## src/rtl/morse_encoder.sv

```systemverilog
// morse_encoder: Morse keyer. Takes dot / dash / letter-gap / word-gap requests
// over a valid/ready handshake and drives a timed on/off key line, one Morse
// time unit being UNIT_CYCLES clocks.
//
// Optional feature macro: MORSE_SIDETONE_EN
//   defined   -> a square-wave sidetone of half-period TONE_HALF_CYCLES is
//                produced on `tone` while key=1, restarted in phase per mark.
//   undefined -> `tone` is tied to 0 and no divider logic exists.
//
// Handshake: a symbol transfers on a rising edge where sym_valid & sym_ready.
// sym_ready is high only in IDLE and outside reset; sym is sampled only on
// that accepting edge, and the source may hold sym_valid across symbols to
// stream them back to back.
//
// Timing summary: the accepting edge loads the state, so key (for a mark) or
// busy (for a gap) is high from the following cycle. A symbol occupies
// (mark units + space units) * UNIT_CYCLES cycles, after which the FSM sits
// in IDLE with sym_ready=1 for at least the accepting cycle.
//
// Dot/dash are followed by one space unit (intra-character gap); the letter
// and word gaps supply 2 and 6 more units, giving net gaps of 3 and 7 units.

module morse_encoder #(
   parameter int UNIT_CYCLES      = 5_000_000,
   parameter int TONE_HALF_CYCLES = 50_000
) (
   input  logic       clk,
   input  logic       reset,
   input  logic [1:0] sym,
   input  logic       sym_valid,
   output logic       sym_ready,
   input  logic       abort,
   output logic       key,
   output logic       busy,
   output logic       tone,
   output logic [1:0] state_dbg
);

   // Symbol encodings on the sym input.
   localparam logic [1:0] SYM_DOT  = 2'b00;
   localparam logic [1:0] SYM_DASH = 2'b01;
   localparam logic [1:0] SYM_LG   = 2'b10;
   localparam logic [1:0] SYM_WG   = 2'b11;

   // Unit lengths of each phase.
   localparam logic [2:0] UNITS_DOT   = 3'd1;
   localparam logic [2:0] UNITS_DASH  = 3'd3;
   localparam logic [2:0] UNITS_LG    = 3'd2;
   localparam logic [2:0] UNITS_WG    = 3'd6;
   localparam logic [2:0] UNITS_INTRA = 3'd1;

   // Prescaler counts 0..UNIT_CYCLES-1; the terminal count is the unit tick.
   localparam int             PW         = (UNIT_CYCLES > 1) ? $clog2(UNIT_CYCLES) : 1;
   localparam logic [PW-1:0]  PRESC_LAST = PW'(UNIT_CYCLES - 1);

   // Elaboration-time sanity checks on the timing parameters.
   if (UNIT_CYCLES < 2) begin : g_bad_unit
      $error("morse_encoder: UNIT_CYCLES must be >= 2");
   end
   if (TONE_HALF_CYCLES < 1) begin : g_bad_tone
      $error("morse_encoder: TONE_HALF_CYCLES must be >= 1");
   end

   typedef enum logic [1:0] {
      IDLE  = 2'd0,
      MARK  = 2'd1,
      SPACE = 2'd2
   } state_t;

   state_t         state_q, state_d;
   logic [2:0]     units_q, units_d;
   logic [PW-1:0]  presc_q, presc_d;
   logic           key_q, busy_q;
   logic           unit_tick;
   logic           accept;
   logic           key_d;

   assign unit_tick = (presc_q == PRESC_LAST);
   assign sym_ready = (state_q == IDLE) & ~reset;
   assign accept    = sym_valid & sym_ready;
   assign key_d     = (state_d == MARK);
   assign state_dbg = state_q;
   assign key       = key_q;
   assign busy      = busy_q;

   // Next-state logic: symbol acceptance, unit countdown, abort.
   always_comb begin
      state_d = state_q;
      units_d = units_q;
      presc_d = presc_q;
      unique case (state_q)
         IDLE: begin
            presc_d = '0;
            units_d = '0;
            if (accept) begin
               unique case (sym)
                  SYM_DOT: begin
                     state_d = MARK;
                     units_d = UNITS_DOT;
                  end
                  SYM_DASH: begin
                     state_d = MARK;
                     units_d = UNITS_DASH;
                  end
                  SYM_LG: begin
                     state_d = SPACE;
                     units_d = UNITS_LG;
                  end
                  SYM_WG: begin
                     state_d = SPACE;
                     units_d = UNITS_WG;
                  end
                  default: begin
                     state_d = IDLE;
                     units_d = '0;
                  end
               endcase
            end
         end
         MARK: begin
            if (abort) begin
               state_d = IDLE;
               units_d = '0;
               presc_d = '0;
            end else if (unit_tick) begin
               presc_d = '0;
               if (units_q == 3'd1) begin
                  // Last mark unit done: always follow with the intra-character gap.
                  state_d = SPACE;
                  units_d = UNITS_INTRA;
               end else begin
                  units_d = units_q - 3'd1;
               end
            end else begin
               presc_d = presc_q + 1'b1;
            end
         end
         SPACE: begin
            if (abort) begin
               state_d = IDLE;
               units_d = '0;
               presc_d = '0;
            end else if (unit_tick) begin
               presc_d = '0;
               if (units_q == 3'd1) begin
                  state_d = IDLE;
                  units_d = '0;
               end else begin
                  units_d = units_q - 3'd1;
               end
            end else begin
               presc_d = presc_q + 1'b1;
            end
         end
         default: begin
            state_d = IDLE;
            units_d = '0;
            presc_d = '0;
         end
      endcase
   end

   // State, counters and registered key/busy; reset drops key immediately.
   always_ff @(posedge clk or posedge reset) begin
      if (reset) begin
         state_q <= IDLE;
         units_q <= '0;
         presc_q <= '0;
         key_q   <= 1'b0;
         busy_q  <= 1'b0;
      end else begin
         state_q <= state_d;
         units_q <= units_d;
         presc_q <= presc_d;
         key_q   <= key_d;
         busy_q  <= (state_d != IDLE);
      end
   end

`ifdef MORSE_SIDETONE_EN
   localparam int            TW        = (TONE_HALF_CYCLES > 1) ? $clog2(TONE_HALF_CYCLES) : 1;
   localparam logic [TW-1:0] TONE_LAST = TW'(TONE_HALF_CYCLES - 1);

   logic [TW-1:0] tone_cnt_q;
   logic          tone_q;

   assign tone = tone_q;

   // Sidetone divider: held clear outside a mark, and on the mark's first
   // edge, so tone first rises TONE_HALF_CYCLES cycles after key rises and
   // falls together with key.
   always_ff @(posedge clk or posedge reset) begin
      if (reset) begin
         tone_cnt_q <= '0;
         tone_q     <= 1'b0;
      end else if (!key_d || !key_q) begin
         tone_cnt_q <= '0;
         tone_q     <= 1'b0;
      end else if (tone_cnt_q == TONE_LAST) begin
         tone_cnt_q <= '0;
         tone_q     <= ~tone_q;
      end else begin
         tone_cnt_q <= tone_cnt_q + 1'b1;
      end
   end
`else
   assign tone = 1'b0;
`endif

endmodule
```

## config.mk

```make
export PLATFORM = sky130hd
export DESIGN_NAME = morse_encoder
export DESIGN_NICKNAME = d
export VERILOG_FILES = /design/src/rtl/morse_encoder.sv
export SDC_FILE = /design/constraint.sdc
export NUM_CORES = 1
export LEC_CHECK = 0
export BUFFER_PORTS_ARGS = -buffer_cell sky130_fd_sc_hd__buf_4
export CAP_MARGIN = 20
export CORE_MARGIN = 4
export CORE_UTILIZATION = 53
export DETAILED_ROUTE_END_ITERATION = 16
export PLACE_DENSITY_LB_ADDON = 0.05
export SYNTH_ARGS = -nofsm -noshare
export SYNTH_HDL_FRONTEND = slang
export SYNTH_SLANG_ARGS = --single-unit
```

## constraint.sdc

```tcl
create_clock -name clk -period 2 [get_ports clk]
set_clock_uncertainty 0.1 [all_clocks]
set_input_delay 0.3 -clock clk [delete_from_list [all_inputs] [get_ports clk]]
set_output_delay 0.3 -clock clk [all_outputs]
set_load 0.01 [all_outputs]
```

---- Yosys cells after proc, flatten, opt, wreduce, memory -nomap -nowiden ----
Cells that the tools add are included.
word-level totals
  logic and storage cells ................. 48
  input port bits ......................... 6
  register bits ........................... 30
operators by class
  muxes and demuxes ....................... 21
  add/subtract/negate cells ............... 2
  equality and inequality tests ........... 10
  reduce and logical (&&, ||, !) cells .... 7
  bitwise gates (word level) .............. 3
operators by type and width
  kind                     count
  $mux W23                 3
  $add A23 B1 Y23 const B  1
  $eq A23 B23 Y1 const B   1
  $mux W3                  7
  $mux W2                  7
  $pmux W3 S4              1
  $pmux W3 S3              1
  $eq A2 B1 Y1 const B     3
  $eq A2 B2 Y1 const B     3
  $ne A3 B3 Y1 const B     2
  $pmux W2 S3              1
  $reduce_or A2 Y1         3
  $logic_not A2 Y1         2
  $pmux W2 S2              1
  $eq A3 B1 Y1 const B     1
  $sub A3 B1 Y3 const B    1
  $and A1 B1 Y1            2
  $reduce_and A2 Y1        1
  $reduce_bool A2 Y1       1
  $not A1 Y1               1

---- Depth between registers and ports, before layout ----
  word-level depth ........................ 6
  depth in mapped cells ................... 7
  mapped depth without buffers ............ 7

---- Worst setup path after synthesis ----
Ideal clock, no wire load.
  path kind ............................... reg2reg
  start ................................... register presc_q[12]
  end ..................................... register key_q (netlist: key)
  arrival time ............................ 1720 ps
  clock period less this slack ............ 1900 ps
  cell stages (with the launch flop) ...... 7
  path buffers ............................ 1
  path slack .............................. 100 ps
  setup time .............................. 80 ps
  cells stage by stage .................... dfrtp_1 -> buf_6 -> nor4b_4 -> nand4_1 -> or3_4 -> a311oi_2 -> nor3b_2
between the ends
  cells in the longest elaborated chain, start to end .. 5
  elaborated cells between the ends (all ways) .. 7
RTL lines
  what                        RTL line  text
  start, declared             72        logic [PW-1:0] presc_q, presc_d;
  start signal, assigned      174       presc_q <= presc_d;
  $eq A23 B23 Y1 *            78        assign unit_tick = (presc_q == PRESC_LAST);
  $mux W2 (on tied branches)  143, 125
  $mux W2 (on tied branches)  139, 121
  $pmux W2 S3 *               91        unique case (state_q)
  $eq A2 B1 Y1 *              81        assign key_d = (state_d == MARK);
  via key_d                   76        logic key_d;
  end signal, assigned        175       key_q <= key_d;
  end, declared               73        logic key_q, busy_q;
Mark *: on every way through the listed nets, which the timed path passes. The rest lies on a longest branch.
A chain may end at the register's enable or synchronous reset.

---- Final worst setup path ----
  start ................................... register state_q[1] (netlist: state_dbg[1])
  end ..................................... register key_q (netlist: key)
between the ends
  cells in the longest elaborated chain, start to end .. 6
  elaborated cells between the ends (all ways) .. 14
RTL lines
  what                    RTL line  text
  start, declared         70        state_t state_q, state_d;
  start signal, assigned  172       state_q <= state_d;
  $logic_not A2 Y1        79, 91
  $and A1 B1 Y1           79        assign sym_ready = (state_q == IDLE) & ~reset;
  $and A1 B1 Y1           80        assign accept = sym_valid & sym_ready;
  $mux W2                 95        if (accept) begin
  $pmux W2 S3 *           91
  $eq A2 B1 Y1 *          81
  via key_d               76
Marked as above.

==> out/metrics.cfg <==
[worst_setup_path]
critPathLaunchType = flop
reg2reg_to = key
cp_cell_sequence = inv_1 -> ha_1 -> o21ba_2 -> nand2_1 -> nor4_1 -> a311oi_4 -> nor3b_2
worst-setup-path-type = flop to flop
crit_arrival_ns = 2.09
ff2ff_setup_slack_ns = 0.02
cp_data_required_time_ns = 2.10
critPathCaptureType = flop
reg2reg_from = state_dbg[1]
cp_slowest_cell = dfrtp_1
worstPathMaxFanout = 7
slowest_delay_ns = 0.48
reg2reg_depth = 7

[drt]
ant_nets = 0
remaining_drc_errors = 0
avgRoutedWirePerCell_um = 14.70
first_pass_iters = 4
viasPerCell = 5.510
vias = 1438
drtIter0Drc = 109
finalWirelength_um = 3837

[synthesis]
synth_warnings = 0
syn_inst = 182
synthesis.nets = 195
synthArstFlopShare_pct = 100.0
synth_edf_count = 0
syn-cell-area_um2 = 1735
ys_types = 37
synth.most_common_cell = nor2_1
syn_avg_cell_area_um2 = 9.535
synth-seq-cells = 30
ys_dominant_reg_cell = dfrtp_1
yosysTopAreaCell = dfrtp_1
ys_top_cells_by_area = dfrtp_1 43%, nor2_1 7.4%, xnor2_1 5.6%
ys_seq_area_share_pct = 43.26
synth.top_cell.area_share_pct = 43.26
synth_top_cells_by_count = 34 x nor2_1, 30 x dfrtp_1, 14 x nand3_1, 11 x xnor2_1, 10 x xor2_1

[min_path]
holdPathEnd = units_q[2]
hold_path_depth = 3
hold_path.startpoint = sym[0]
hold_class = input port to flop

[layout]
area_growth_pct = 23.65
fin_area_um2 = 2146
insertedDiodeCount = 0
num-nets-final = 229
fin_util_pct = 69.15
n_fill_cell = 241
layout-drive-gt1-share_pct = 24.88

[placed_design]
port_buffers = 10
dp_hpwl_um = 2618
place_congestion = 0.9009
place_area_um2 = 1938

[clock_network]
clkSlewWorstSetupHoldPaths_ns = 0.09
clkSinkCount = 30
htreeDepth = 2
clockBufferDepth = 2
clock_latency_ns = 0.33
cts_buffers = 5
cts_root_buf = clkbuf_4
cts_tree = built

[die]
rows = 20
die_w_um = 65.22
io_pins = 12
initial_utilization_pct = 55.93
die_y_um = 65.22
fp.dieArea_um2 = 4254
core_area_um2 = 3103

[global_routing]
track_usage_pct = 19.03
grt_max_degree = 31
antenna_found_initial = 0
grt_pass1_wl_um = 6354
grt_pass1_vias = 1422
grt_overflow_total = 0

[power_and_ir_drop]
pwr_density_cell_nw_per_um2 = 918.6
p_leak_uw = 0.0009131
vdd_drop_max_v = 0.0008387

[sta]
timing.setup.tns_ns = 0
grt_setup_unrepaired = yes
finalHoldViolations = 0
max_freq_ghz = 0.5041
period_share_pct = 99.18
layout_min_cycle_time_ns = 1.984
whs_ns = 0.1524
finalSetupViolCount = 0
maxSlewViolCount = 0

[status]
status = finished clean

[run]
timing.max_cap.violations = 0

[state kept, by name, indices dropped and copies added, names as in the netlist]
register   count
presc_q       23
units_q        3
state_dbg      2
busy           1
key            1
[layout by cell type (no fill, tap or decap), types with 3 or more instances in the layout]
cell type and n:
nor2_1 34, buf_4 29, dfrtp_1 28, nand3_1 14, xnor2_1 11, xor2_1 10
nand4_1 9, inv_1 7, nand2_1 7, nor3_1 6, o21ai_0 6, ha_1 6
clkbuf_4 5, and3_1 3, a2bb2oi_1 3
[stage by stage]
stage          setup WS [ns]  total power (µW)  cells
2_1_floorplan        0.09996              1189    182
3_3_place_gp         0.04199              1374    246
3_5_place_dp        -0.04880              1405    246
4_1_cts              0.01847              1849    257
5_1_grt              -0.1285              2113    261
6_report             0.01641              1971    261
[routing by layer]
| metal | vias to the layer above | global-route usage, % | share of wire (%) |
|---|---|---|---|
| li1 | 696 | - | - |
| met1 | 707 | 25.33 | 47 |
| met2 | 26 | 30.09 | 48 |
| met3 | 9 | 4.615 | 3.7 |
| met4 | 0 | 6.736 | 1.8 |
| met5 | - | 0 | 0 |
[cell type report]
cell class | instances | area, µm² | area share, %
Multi-Input combinational cell | 138 | 945.9 | 44.08
Sequential cell | 30 | 753.2 | 35.10
Timing Repair Buffer | 33 | 297.8 | 13.88
Tap cell | 44 | 55.05 | 2.566
Clock buffer | 6 | 51.30 | 2.391
Inverter | 8 | 30.03 | 1.399
Clock inverter | 2 | 12.51 | 0.5831
[critical path: cells and delay by family, from the launching register on]
kind	cells	cell delay, ns
and+or+nand+nor	3	0.61
DFF	1	0.48
AOI/OAI and AO/OA	2	0.35
adders and majority gates	1	0.21
buffers and inverters	1	0.12
[how the worst max path moves through the flow]
stage | startpoint | endpoint | slack [ns] | depth (start not counted)
CTS | presc_q[12] | presc_q[8] | 0.02 | 6
floorplan | presc_q[12] | key | 0.1 | 6
detailed placement | presc_q[12] | presc_q[8] | -0.05 | 6
global route | state_dbg[1] | key | -0.13 | 7
global placement | units_q[1] | key | 0.04 | 7
finish | state_dbg[1] | key | 0.02 | 7
[timing repair]
action                                  CTS  global route
cloned                                    0             2
hold buffers                              1             0
gates resized for setup                  10             1
endpoints found under the hold margin    17             0
endpoints found under the setup margin   25            27
pin swaps                                 3             3
setup buffers                             2             2
[power breakdown]
part           switching [µW]  internal, µW
sequential               92.3           683
clock                     220           169
combinational             386           421
total                     698          1270
[logic make-up (layout without fill, tap and decap cells)]
family                   after synthesis  in the layout  share of synthesized area [%]
AND/OR/NAND/NOR                       93             93                          28.77
AO/OA/AOI/OAI                         14             14                          5.768
multiplexers                           2              2                          1.154
flip-flops                            30             30                          43.26
XOR/XNOR                              21             21                          10.60
adder cells (fa/ha/maj)                7              7                          5.047
buffers and inverters                 14             49                          5.191
other                                  1              1                         0.2161
No activity file was read; power rests on OpenSTA's default activity.
